File: src/rtl/fifo_sync_param_if.sv
// Handshake and status bundle between a producer/consumer pair and fifo_sync_param.
// The master side drives requests and write data; the slave side is the FIFO.
interface fifo_sync_param_if #(
  parameter int DATA_W = 12,
  parameter int ADDR_W = 3
);
  logic              wr_en;
  logic [DATA_W-1:0] data_in;
  logic              rd_en;
  logic [DATA_W-1:0] data_out;
  logic              valid_out;
  logic              full;
  logic              empty;
  logic              almost_full;
  logic              almost_empty;
  logic [ADDR_W:0]   count;
  logic              overflow;
  logic              underflow;

  modport master (
    output wr_en, data_in, rd_en,
    input  data_out, valid_out, full, empty, almost_full, almost_empty,
           count, overflow, underflow
  );

  modport slave (
    input  wr_en, data_in, rd_en,
    output data_out, valid_out, full, empty, almost_full, almost_empty,
           count, overflow, underflow
  );
endinterface

File: src/rtl/fifo_sync_param.sv
// Parametrised single-clock FIFO: register-array storage with a registered read port,
// occupancy count, almost-full/almost-empty thresholds and sticky error flags.
module fifo_sync_param #(
  parameter int DATA_W = 12,
  parameter int ADDR_W = 3,
  parameter int AF_TH  = 6,
  parameter int AE_TH  = 2
) (
  input  logic              clk,
  input  logic              reset,
  fifo_sync_param_if.slave  bus
);
  localparam int DEPTH = 2 ** ADDR_W;
  localparam logic [ADDR_W:0] DEPTH_C = (ADDR_W + 1)'(DEPTH);
  localparam logic [ADDR_W:0] AF_C    = (ADDR_W + 1)'(AF_TH);
  localparam logic [ADDR_W:0] AE_C    = (ADDR_W + 1)'(AE_TH);
  localparam logic [ADDR_W:0] ONE_C   = (ADDR_W + 1)'(1);

  generate
    if (AF_TH < 1 || AF_TH > DEPTH) begin : g_bad_af_th
      $error("fifo_sync_param: AF_TH must lie in 1..DEPTH");
    end
    if (AE_TH < 0 || AE_TH > DEPTH - 1) begin : g_bad_ae_th
      $error("fifo_sync_param: AE_TH must lie in 0..DEPTH-1");
    end
  endgenerate

  logic [DATA_W-1:0] mem [DEPTH];

  logic [ADDR_W-1:0] wr_ptr_reg;
  logic [ADDR_W-1:0] rd_ptr_reg;
  logic [ADDR_W:0]   count_reg;
  logic [ADDR_W:0]   count_next;
  logic [DATA_W-1:0] data_out_reg;
  logic              valid_out_reg;
  logic              overflow_reg;
  logic              underflow_reg;

  logic full_w;
  logic empty_w;
  logic rd_ok;
  logic wr_ok;

  assign full_w  = (count_reg == DEPTH_C);
  assign empty_w = (count_reg == '0);

  // A write into a full FIFO still goes through when a read frees a slot on the same edge.
  assign rd_ok = bus.rd_en & ~empty_w;
  assign wr_ok = bus.wr_en & (~full_w | rd_ok);

  always_comb begin
    count_next = count_reg;
    case ({wr_ok, rd_ok})
      2'b10:   count_next = count_reg + ONE_C;
      2'b01:   count_next = count_reg - ONE_C;
      default: count_next = count_reg;
    endcase
  end

  // Storage has no reset so it maps onto distributed/block RAM.
  always_ff @(posedge clk) begin
    if (!reset && wr_ok) begin
      mem[wr_ptr_reg] <= bus.data_in;
    end
  end

  always_ff @(posedge clk) begin
    if (reset) begin
      wr_ptr_reg    <= '0;
      rd_ptr_reg    <= '0;
      count_reg     <= '0;
      data_out_reg  <= '0;
      valid_out_reg <= 1'b0;
      overflow_reg  <= 1'b0;
      underflow_reg <= 1'b0;
    end else begin
      count_reg <= count_next;
      if (wr_ok) begin
        wr_ptr_reg <= wr_ptr_reg + 1'b1;
      end
      if (rd_ok) begin
        data_out_reg  <= mem[rd_ptr_reg];
        valid_out_reg <= 1'b1;
        rd_ptr_reg    <= rd_ptr_reg + 1'b1;
      end else begin
        data_out_reg  <= '0;
        valid_out_reg <= 1'b0;
      end
      if (bus.wr_en & full_w & ~rd_ok) begin
        overflow_reg <= 1'b1;
      end
      if (bus.rd_en & empty_w) begin
        underflow_reg <= 1'b1;
      end
    end
  end

  assign bus.data_out     = data_out_reg;
  assign bus.valid_out    = valid_out_reg;
  assign bus.full         = full_w;
  assign bus.empty        = empty_w;
  assign bus.almost_full  = (count_reg >= AF_C);
  assign bus.almost_empty = (count_reg <= AE_C);
  assign bus.count        = count_reg;
  assign bus.overflow     = overflow_reg;
  assign bus.underflow    = underflow_reg;
endmodule

File: src/flat_wrapper.sv
// flat-port wrapper written by rule: the top's interface ports become plain ports
module fifo_sync_param_flat 
#(
  parameter int DATA_W = 12,
  parameter int ADDR_W = 3,
  parameter int AF_TH  = 6,
  parameter int AE_TH  = 2
)
  (clk, reset, bus_wr_en, bus_data_in, bus_rd_en, bus_data_out, bus_valid_out, bus_full, bus_empty, bus_almost_full, bus_almost_empty, bus_count, bus_overflow, bus_underflow);
  fifo_sync_param_if #(.DATA_W(DATA_W), .ADDR_W(ADDR_W)) bus_i ();
  input  logic clk;
  input  logic reset;
  input wire logic [$bits(bus_i.wr_en)-1:0] bus_wr_en;
  input wire logic [$bits(bus_i.data_in)-1:0] bus_data_in;
  input wire logic [$bits(bus_i.rd_en)-1:0] bus_rd_en;
  output wire logic [$bits(bus_i.data_out)-1:0] bus_data_out;
  output wire logic [$bits(bus_i.valid_out)-1:0] bus_valid_out;
  output wire logic [$bits(bus_i.full)-1:0] bus_full;
  output wire logic [$bits(bus_i.empty)-1:0] bus_empty;
  output wire logic [$bits(bus_i.almost_full)-1:0] bus_almost_full;
  output wire logic [$bits(bus_i.almost_empty)-1:0] bus_almost_empty;
  output wire logic [$bits(bus_i.count)-1:0] bus_count;
  output wire logic [$bits(bus_i.overflow)-1:0] bus_overflow;
  output wire logic [$bits(bus_i.underflow)-1:0] bus_underflow;
  assign bus_i.wr_en = bus_wr_en;
  assign bus_i.data_in = bus_data_in;
  assign bus_i.rd_en = bus_rd_en;
  assign bus_data_out = bus_i.data_out;
  assign bus_valid_out = bus_i.valid_out;
  assign bus_full = bus_i.full;
  assign bus_empty = bus_i.empty;
  assign bus_almost_full = bus_i.almost_full;
  assign bus_almost_empty = bus_i.almost_empty;
  assign bus_count = bus_i.count;
  assign bus_overflow = bus_i.overflow;
  assign bus_underflow = bus_i.underflow;
  fifo_sync_param #(.DATA_W(DATA_W), .ADDR_W(ADDR_W), .AF_TH(AF_TH), .AE_TH(AE_TH)) u_core (.clk(clk), .reset(reset), .bus(bus_i));
endmodule
File: config.mk
export PLATFORM = sky130hd
export DESIGN_NAME = fifo_sync_param_flat
export DESIGN_NICKNAME = d
export VERILOG_FILES = /design/src/rtl/fifo_sync_param_if.sv /design/src/rtl/fifo_sync_param.sv /design/src/flat_wrapper.sv
export SDC_FILE = /design/constraint.sdc
export NUM_CORES = 1
export LEC_CHECK = 0
export CAP_MARGIN = 20
export CORE_MARGIN = 2
export CORE_UTILIZATION = 45
export DETAILED_ROUTE_END_ITERATION = 12
export HOLD_SLACK_MARGIN = 0.12
export PLACE_DENSITY = 0.72
export SYNTH_ARGS = -nofsm -noshare
export SYNTH_HDL_FRONTEND = slang
export SYNTH_SLANG_ARGS = --single-unit
File: constraint.sdc
create_clock -name clk -period 2.8 [get_ports clk]
set_clock_uncertainty 0.05 [all_clocks]
set_input_delay 0.42 -clock clk [delete_from_list [all_inputs] [get_ports clk]]
set_output_delay 0.42 -clock clk [all_outputs]
set_load 0.02 [all_outputs]
==> impl.org, run 1 <==
** Status
- Outcome :: completed

** Power
- Of the total power, the share spent switching nets is 0.255.
- Sequential share of power :: 0.404
- Internal power component :: roughly 3.9 mW
- Fraction of power consumed by the clock network :: 0.392
- Across the VDD grid, the largest voltage drop is 0.000400 V.
- Cell leakage power :: 1.96 nW
- NetSw :: 1.35 mW
- Combinational power share :: 0.204
- In this run the power density over the cells is 905 nW/um2.

** Synthesis
- The share of synthesized area in the top cell type comes to 0.625.
- Synthesis produced 249 cells.
- In this run, synthesis produced a sequential element count of 121.
- Warning count from the yosys run :: 0
- After synthesis the cells add up to 4610 um2.
- The average instance in the mapped netlist occupies approximately 19 um2.
- Share of the yosys chip area belonging to registers :: 0.733
- Sorting the synthesized cells by area gives the leading types as sky130_fd_sc_hd__edfxtp_1, sky130_fd_sc_hd__mux4_2, sky130_fd_sc_hd__dfxtp_1.
- Of all cell types, the one taking the most synthesized area is sky130_fd_sc_hd__edfxtp_1.
- Yosys mapped the design onto 32 distinct sky130hd cell types.
- Synthesis produced a netlist with a net count of between 200 and 300.

** Detailed routing
- Routed signal wires occupy layers up through met4.
- Routed via count :: 2369
- Total length of routed wires :: 8230 um
- Met2 routed WL :: approximately 4100 um
- Routed met1 length :: 3710 um
- TritonRoute pass-1 iters :: 6
- Drc violations :: 0
- In this run the remaining antenna-violating nets after routing total 0.
- Detailed-routed wire length on met3 :: about 350 um
- Vias per cell :: 5.18
- Routed length per instance :: 18.0 um
- After the first detailed-routing iteration, the DRC count stood at around 110.

** Floorplan
- The die covers about 11000 um2.
- Initial core utilization :: 0.468
- 39 I/O pins were placed.
- The floorplan has 36 rows.
- Die height :: about 110 um
- Die Wd :: 105 um
- The region available for standard cell placement spans 9860 um2.

** Layout
- Sequential cell area in the final layout :: 3380 um2
- Area used by multi-input combinational logic :: 1180 um2
- After the last flow step, the layout net total stands at 333.
- Measured on the finished design, the core utilization comes to 0.594.
- The number of antenna diodes in the final layout is 0.
- After filler insertion, the fill cell instance count of the layout stands at between 700 and 800.
- The register with the most flip-flops in the layout has 96 of them.
- Of the cells placed in the final design, the portion with a size suffix greater than 1 is 0.250.
- Synthesis-to-layout area growth :: 26.9%

** STA
- Tightest hold margin :: 424 ps
- Max frequency :: 0.374 GHz
- Setup violations remaining at the end of the flow were counted as 0.
- Setup repair after global routing left no endpoint under its margin.
- The final hold violation count came to 0.
- The worst pin sits at a relative slew slack of 0.401.
- The worst path needs 2670 ps of the cycle, external delays included.
- After routing, the total negative slack on setup checks comes to 0 ps.
- Period utilization :: 0.954
- At the pin with the least slew margin, the transition time is 898 ps.
- The number of max-slew violations in the final report is 0.

** Clocking
- Clock-pin slew on the worst setup and hold paths :: 60 ps
- Skew-Pair Late Insertion Delay :: 510 ps
- Buffers inserted to repair hold after CTS numbered 0.
- Clock tree root buffer cell :: sky130_fd_sc_hd__clkbuf_8
- Post-CTS repair timing setup buffer count :: 0
- In this run the number of H-tree levels came out at 4.
- The number of clock buffers added by TritonCTS is 17.
- Number of instances resized during post-cts repair :: 0
- TritonCTS built the clock tree.
- The clock passes through at most 2 buffers.
- The tree built by TritonCTS fans out to 121 sinks.

** GRT
- After global routing the overflow that remains totals 0.
- The first global-routing pass estimated 13200 um of wire.
- Total track usage :: 0.165
- The via count of the first global-routing pass came to 2494.
- Initial antenna violation count :: 0
- Maximum number of pins on one net before global-route repair :: 17

** Place
- Once detailed placement completed, the half-perimeter wirelength came to 4890 um.
- Port buffering added 38 buffers.
- The congestion estimate from routability-driven global placement came to 0.739.

** Critical path
- CP max FO :: 8
- By startpoint and endpoint, the worst setup path is classified as register to output pin.
- Cell-by-cell trace of the critical path :: or4b_4 > inv_1 > clkdlybuf4s50_1
- On the worst path, the slowest cell contributes a delay of 600 ps.
- Data arrives at the worst endpoint at 2200 ps.
- On the critical path, the stage with the largest delay is an instance of sky130_fd_sc_hd__clkdlybuf4s50_1.
- Cell family contributing the most delay on the critical path :: buffers and inverters
- STA puts the critical path data required time at 2330 ps.
- Setup crit start kind :: register
- Crit end category :: output pin
- The critical path contains buffers and inverters numbering 2 combined.

** Worst hold path
- The path class of the tightest hold or removal check is register to register.

** Flow run
- Total of max-cap violations :: 0
-- logic make-up after synthesis --
| group | share of synthesized area |
|---|---|
| simple gates | 0.0483 |
| mux | 0.152 |
| xor+xnor | 0.0133 |
| fa+ha+maj | 0.0136 |
| compound gates | 0.0222 |
| flops | 0.733 |
| buf+inv | 0.0174 |
-- cell type report --
cell class,count,area share
sequential,121,0.578
multi-input combinational,112,0.202
timing repair buffer,58,0.0927
clock buffer,18,0.0714
tap,133,0.0284
clock inverter,13,0.0263
inverter,2,0.00128
-- stage by stage --
step / power [mW] / cells / instance area, um2 / setup WS, ps
2_1_floorplan: 2.85 / 249 / 4610 / 23.1
3_3_place_gp: 3.24 / 426 / 5290 / 170
3_5_place_dp: 3.26 / 426 / 5290 / 103
4_1_cts: 5.36 / 457 / 5860 / 90.0
5_1_grt: 5.54 / 457 / 5860 / 20.8
6_report: 5.30 / 457 / 5860 / 129
-- cell usage in the layout, fill, tap and decap left out, drive strengths merged --
cell           count
edfxtp            96
clkdlybuf4s50     38
nor2              27
dfxtp             25
mux4              24
buf               20
clkbuf            18
mux2i             15
xor2               6
a21oi              5
ha                 5
clkinvlp           5
nor2b              4
clkinv             4
nor3               3
bufinv             3
inv                3
nor4               3
o211ai             2
nand2              2
nand2b             2
or3                2
o21ai              2
o41a               1
or4b               1
nand3b             1
nor4b              1
a211oi             1
a21o               1
xnor2              1
a31oi              1
o32ai              1
mux2               1
-- power groups by stage --
stage	combinational [mW]	sequential (mW)	clock, mW
after floorplan	0.615	2.23	0
after global placement	1.07	2.17	0
after detailed placement	1.09	2.18	0
after CTS	1.09	2.14	2.12
after global routing	1.18	2.16	2.21
final	1.08	2.14	2.08
-- worst paths after layout --
path	startpoint	to	slack (ps)	depth (start not counted)
setup / recovery	u_core.bus.count[3]$_SDFFE_PP0P_	bus_full	130	3
hold / removal	u_core.bus.underflow$_SDFFE_PP0P_	u_core.bus.underflow$_SDFFE_PP0P_	420	2
setup reg to reg	u_core.bus.count[3]$_SDFFE_PP0P_	u_core.bus.count[3]$_SDFFE_PP0P_	240	6
hold reg to reg	u_core.bus.underflow$_SDFFE_PP0P_	u_core.bus.underflow$_SDFFE_PP0P_	420	2
-- tightest hold or removal path, cell delays in order (launching register included) --
cell	delay [ps]
sky130_fd_sc_hd__dfxtp_1	320
sky130_fd_sc_hd__a21oi_1	40
sky130_fd_sc_hd__nor2_1	70
-- synthesized netlist by cell type (all sizes together) --
master and number:
inv 2, nor4 3, clkbuf 6, o21ai 2, o211ai 2, a21oi 5
ha 5, or4b 1, a211oi 1, nand3b 1, o32ai 1, buf 8
mux4 24, mux2i 15, a21o 1, o41a 1, or3 2, a31oi 1
nor3 3, nor4b 1, xnor2 1, nor2b 4, xor2 6, nand2b 2
edfxtp 96, nand2 2, nor2 27, dfxtp 25, mux2 1
-- layer usage --
layer	vias to the layer above	track usage
met4	0	0.0695
met5	-	0
li1	1106	-
met2	58	0.253
met3	12	0.0637
met1	1193	0.209
Power figures use the tool's default switching activity.
==> run 2: changes to the inputs <==
--- a/config.mk
+++ b/config.mk
@@ -11,6 +11,7 @@
 export DETAILED_ROUTE_END_ITERATION = 12
 export HOLD_SLACK_MARGIN = 0.12
 export PLACE_DENSITY = 0.72
+export SKIP_CTS_REPAIR_TIMING = 1
 export SYNTH_ARGS = -nofsm -noshare
 export SYNTH_HDL_FRONTEND = slang
 export SYNTH_SLANG_ARGS = --single-unit
==> results of run 2 <==
No change in the layout: final DEF, timing and power equal those of run 1.
